**config.mk**
```make
export PLATFORM = sky130hd
export DESIGN_NAME = window_watchdog_controller
export DESIGN_NICKNAME = d
export VERILOG_FILES = /design/src/rtl/window_watchdog_controller.sv
export SDC_FILE = /design/constraint.sdc
export NUM_CORES = 1
export LEC_CHECK = 0
export ABC_AREA = 1
export BUFFER_PORTS_ARGS = -buffer_cell sky130_fd_sc_hd__buf_2
export CORE_MARGIN = 2
export CORE_UTILIZATION = 43
export CTS_BUF_LIST = sky130_fd_sc_hd__clkbuf_8
export CTS_CLUSTER_SIZE = 40
export DETAILED_ROUTE_END_ITERATION = 12
export GPL_TIMING_DRIVEN = 1
export PLACE_DENSITY = 0.65
export SYNTH_ARGS = -nofsm -noshare
export SYNTH_HDL_FRONTEND = slang
export SYNTH_SLANG_ARGS = --single-unit
```
**constraint.sdc**
```tcl
create_clock -name CLK -period 3.55 [get_ports CLK]
set_input_delay 0.5325 -clock CLK [delete_from_list [all_inputs] [get_ports CLK]]
set_output_delay 0.5325 -clock CLK [all_outputs]
set_load 0.1 [all_outputs]
```
**src/rtl/window_watchdog_controller.sv**
```systemverilog
// Windowed watchdog: a closed first window (service = early fault), then an open second window (service required).
// Latency: state, WDRST and status are registered; decisions land on the CLK edge that sees the input edge or tick.
// No backpressure: INIT low forces IDLE on the next edge; RST clears everything asynchronously.
module window_watchdog_controller #(
    parameter int PRESCALE   = 1000,
    parameter int MAX_FAULTS = 4
) (
    input  logic       CLK,
    input  logic       RST,
    input  logic       INIT,
    input  logic [7:0] FWLEN,
    input  logic [7:0] SWLEN,
    input  logic [7:0] RST_LMT,
    input  logic       WDSRVC,
    output logic       WDRST,
    output logic [2:0] FLSTAT,
    output logic [1:0] STATE,
    output logic [3:0] FLTCNT
);

    localparam int            PW          = (PRESCALE > 1) ? $clog2(PRESCALE) : 1;
    localparam logic [PW-1:0] PRESC_LAST  = PW'(PRESCALE - 1);
    localparam logic [3:0]    FAULT_LIMIT = 4'(MAX_FAULTS);

    typedef enum logic [1:0] {
        S_IDLE   = 2'b00,
        S_FIRST  = 2'b01,
        S_SECOND = 2'b10,
        S_RESET  = 2'b11
    } state_t;

    state_t        state;
    logic [PW-1:0] presc;
    logic [7:0]    tcnt;
    logic          init_q;
    logic          srv_q;
    logic          wdrst;
    logic [2:0]    flstat;
    logic [3:0]    fltcnt;

    logic          init_rise;
    logic          srv_rise;
    logic          tick;
    logic          expire;
    state_t        run_state;
    logic [7:0]    run_len;
    logic [7:0]    swlen_eff;
    logic [7:0]    rlmt_eff;
    logic [3:0]    fltcnt_inc;

    // Edge detects, tick/expiry strobes and the entry target for a fresh FIRST/SECOND cycle.
    always_comb begin
        init_rise  = INIT & ~init_q;
        srv_rise   = WDSRVC & ~srv_q;
        tick       = (state != S_IDLE) && (presc == PRESC_LAST);
        expire     = tick && (tcnt == 8'd1);
        swlen_eff  = (SWLEN == 8'd0) ? 8'd1 : SWLEN;
        rlmt_eff   = (RST_LMT == 8'd0) ? 8'd1 : RST_LMT;
        run_state  = (FWLEN == 8'd0) ? S_SECOND : S_FIRST;
        run_len    = (FWLEN == 8'd0) ? swlen_eff : FWLEN;
        fltcnt_inc = (fltcnt < FAULT_LIMIT) ? fltcnt + 4'd1 : fltcnt;
    end

    // Watchdog sequencer: window timing, fault recording and the registered WDRST request.
    // init_q resets high so an INIT already asserted when reset lifts is not an enable edge;
    // a fresh 0->1 on INIT is always needed to start the watchdog.
    always_ff @(posedge CLK or negedge RST) begin
        if (!RST) begin
            state  <= S_IDLE;
            presc  <= '0;
            tcnt   <= 8'd0;
            init_q <= 1'b1;
            srv_q  <= 1'b0;
            wdrst  <= 1'b0;
            flstat <= 3'b000;
            fltcnt <= 4'd0;
        end else begin
            init_q <= INIT;
            srv_q  <= WDSRVC;
            if (state == S_IDLE || tick) begin
                presc <= '0;
            end else begin
                presc <= presc + PW'(1);
            end
            if (tick) begin
                tcnt <= tcnt - 8'd1;
            end

            if (!INIT) begin
                state <= S_IDLE;
                wdrst <= 1'b0;
                presc <= '0;
            end else begin
                case (state)
                    S_IDLE: begin
                        if (init_rise) begin
                            flstat <= 3'b000;
                            fltcnt <= 4'd0;
                            state  <= run_state;
                            tcnt   <= run_len;
                            presc  <= '0;
                        end
                    end
                    S_FIRST: begin
                        // Service inside the closed window wins over expiry on the same tick.
                        if (srv_rise) begin
                            flstat[0] <= 1'b1;
                            fltcnt    <= fltcnt_inc;
                            state     <= S_RESET;
                            tcnt      <= rlmt_eff;
                            presc     <= '0;
                            wdrst     <= 1'b1;
                        end else if (expire) begin
                            state <= S_SECOND;
                            tcnt  <= swlen_eff;
                            presc <= '0;
                        end
                    end
                    S_SECOND: begin
                        // Service on the final tick still counts as a valid service.
                        if (srv_rise) begin
                            state <= run_state;
                            tcnt  <= run_len;
                            presc <= '0;
                        end else if (expire) begin
                            flstat[1] <= 1'b1;
                            fltcnt    <= fltcnt_inc;
                            state     <= S_RESET;
                            tcnt      <= rlmt_eff;
                            presc     <= '0;
                            wdrst     <= 1'b1;
                        end
                    end
                    S_RESET: begin
                        if (expire) begin
                            wdrst <= 1'b0;
                            presc <= '0;
                            if (fltcnt >= FAULT_LIMIT) begin
                                flstat[2] <= 1'b1;
                                state     <= S_IDLE;
                            end else begin
                                state <= run_state;
                                tcnt  <= run_len;
                            end
                        end
                    end
                    default: begin
                        state <= S_IDLE;
                        wdrst <= 1'b0;
                    end
                endcase
            end
        end
    end

    assign WDRST  = wdrst;
    assign FLSTAT = flstat;
    assign STATE  = state;
    assign FLTCNT = fltcnt;

endmodule
```
==> metrics.md <==
| Metric | Value |
|---|---|
| Max Slew Vio Count | 0 |
| # setup viols final | 0 |
| Reg2Reg Launch Point | STATE[1]$_DFFE_PN0P_ |
| Root Buffer | clkbuf_8 |
| Yosys top cell by area | dfrtp_1 |
| I/O Buffers | 37 |
| Critical-path cell list | inv_1 -> ha_1 -> inv_2 -> nand4_1 -> nor2_1 -> xor2_1 -> inv_1 -> nand2_1 -> nand3_1 -> nand2_1 -> a21oi_1 |
| Maximum VDD drop | 0.715 mV |
| Post-Place Worst Slack | 1.28 ns |
| # diodes | 0 |
| Via density | 5.26 |
| Worst setup SP type | register |
| CP startpoint | STATE[1]$_DFFE_PN0P_ |
| Async set-reset flop share out of synthesis | 100% |
| Crit path max-delay cell type | dfrtp_1 |
| Most frequent cells in the layout | 58 x nand2_1, 47 x inv_1, 40 x nor2_1, 37 x buf_2, 30 x nand3_1 |
| Hold buffers post-CTS | 0 |
| Clock Latency Late Sink | 0.29 ns |
| Clk buf depth | 2 |
| Max cap viols | 0 |
| Setup tns final | 0 ns |
| PwrDens | 737 nW/um2 |
| Hold Path Class | primary input to async pin |
| FMAX | 428 MHz |
| Core Area | 5170 um2 |
| Area share of the largest cell type after synthesis | 31.2% |
| Drt total wl | 5950 um |
| Mean area per synthesized cell | 6.88 um2 |
| Via Count | 2358 |
| DRT iter0 DRCs | 187 |
| Antenna viol nets, final | 0 |
| Final Skew | 0.00524 ns |
| Syn Nets | 374 |
| Unrepaired setup endpoints after global routing | no |
| Crit path required time | 3.72 ns |
| Final worst slack | 1.21 ns |
| DPL Wire Length | 4680 um |
| Postcts setup bufs | 0 |
| Clock sinks | 30 |
| Outcome | complete, no violations |
| H-tree depth | 2 |
| Share of layout cells above drive strength 1 | 21.2% |
| Period Utilization, post-route | 65.9% |
| Net Sw Power | 0.00108 W |
| # resized after CTS | 0 |
| Switching share of power | 54.9% |
| Primary FF master, synth | dfrtp_1 |
| Yosys warnings | 0 |
| P_int | 0.000885 W |
| Cell Area, Synth | 2330 um2 |
| Layout area overhead | 14.4% |
| Hold Slack | 0.282 ns |
| DRC viols | 0 |
| Static leakage | 1.31 nW |
| Initial Util | 45.0% |
| Grt ovf | 0 |
| Routed length per instance | 13.3 um |
| Final #Nets | 413 |
| CTS tree | done |
| WP data arrival | 2.51 ns |
| Initial antenna violation count | 0 |
| Sequential element share of the synthesized area | 32.3% |
| Gr usage total | 20.6% |
| Final hold violation count | 0 |
| First-pass DRT Iterations | 5 |
| First-pass GRT wire length | 9930 um |
| Post-synth EDFFs | 0 |
| Largest net degree at the start of global routing | 31 |
| DP Area | 2570 um2 |
| Die Wd | 77.5 um |
| Critical Path Fanout Max | 13 |
| Ports | 38 |
| Tmin final | 2.34 ns |
| Num CTS Buffers | 5 |
| Most common cell after layout, fill and taps aside | nand2_1 |
| Vias in the first global route | 2152 |
| # rows | 26 |
| Gate power share | 59.1% |
| Ranking of synthesized cells by area | dfrtp_1 31%, nand2_1 9.4%, inv_1 7.6% |
| Critical path's largest stage delay | 0.41 ns |
| Post-route cell area | 2660 um2 |
| Die height | 77.5 um |
| Placer Congestion | 0.898 |
| Kind of critical path | register to register |
| Register bit total from synthesis | 30 |
| Type of destination of the critical path | register |
| Clk network pwr share | 15.0% |
| Worst-path clk slew | 0.07 ns |
| Unique masters post-synth | 39 |
| Flop pwr share | 25.9% |
| Post-Synthesis Cells | 338 |
| Die area | 6010 um2 |
| Slew headroom | 54.7% |
| Slew @ Worst Pin | 0.680 ns |
## cells by family after synthesis
group,synth area share [%]
compound gates,16.2
flops,32.3
xor+xnor,1.51
fa+ha+maj,4.30
simple gates,34.4
buf+inv,11.2
## stage by stage
stage               instances  power, W  util (%)
floorplan                 338   0.00142         -
global placement          440   0.00165      49.6
detailed placement        440   0.00166      49.6
CTS                       448   0.00196      51.5
global route              448   0.00211      51.5
finish                    448   0.00196      51.5
## cell type report
cell class	instances	area, um2
fillers	510	2510
multi-input cells	242	1310
flip-flops and latches	30	752
inverters	61	229
repair buffers	37	185
well taps	70	87.6
clock buffers	6	82.6
clock inverters	2	12.5
## synthesized netlist by cell type (all sizes together) (3+ instances only)
cell type,count
inv,60
xor2,4
dfrtp,29
o211ai,6
nor3,8
a21oi,13
nor3b,3
nor2,51
nand2,63
buf,4
ha,8
o22ai,6
nand4,7
o21ai,25
nand3,33
## worst max-delay path, delay by kind of cell (launching register included)
kind	cells	cell delay [ns]
flops	1	0.41
simple gates	5	0.73
buf+inv	3	0.45
fa+ha+maj	1	0.33
xor+xnor	1	0.22
compound gates	1	0.06
## sequential cells by signal, indices dropped and copies added, names as in the netlist
name	count
presc	10
FLSTAT	3
srv_q	1
FLTCNT	4
tcnt	8
init_q	1
STATE	2
WDRST	1
## path summary, 6_finish.rpt
kind	slack, ns	depth (start not counted)	endpoint
setup / recovery	1.21	11	tcnt[6]$_DFF_PN0_
hold / removal	0.28	1	STATE[0]$_DFFE_PN0P_
setup reg to reg	1.21	11	tcnt[6]$_DFF_PN0_
hold reg to reg	0.50	1	FLSTAT[2]$_DFFE_PN0P_
max in group asynchronous	2.82	1	tcnt[3]$_DFF_PN0_
min in group CLK	0.37	1	srv_q$_DFF_PN0_
## power by group through the flow
| stage | clock (W) | sequential, W | combinational [W] |
|---|---|---|---|
| global placement | 0 | 0.000513 | 0.00114 |
| CTS | 0.000298 | 0.000507 | 0.00115 |
| floorplan | 0 | 0.000793 | 0.000629 |
| finish | 0.000295 | 0.000508 | 0.00116 |
| detailed placement | 0 | 0.000514 | 0.00114 |
| global route | 0.000317 | 0.000522 | 0.00128 |
## metal layers
| layer | routed length [um] | GRT usage (%) |
|---|---|---|
| met1 | 2770 | 28.4 |
| met2 | 2810 | 33.3 |
| met3 | 314 | 3.60 |
| met4 | 51 | 5.36 |
| met5 | 0 | 0 |
(Power assumes the default switching activity.)
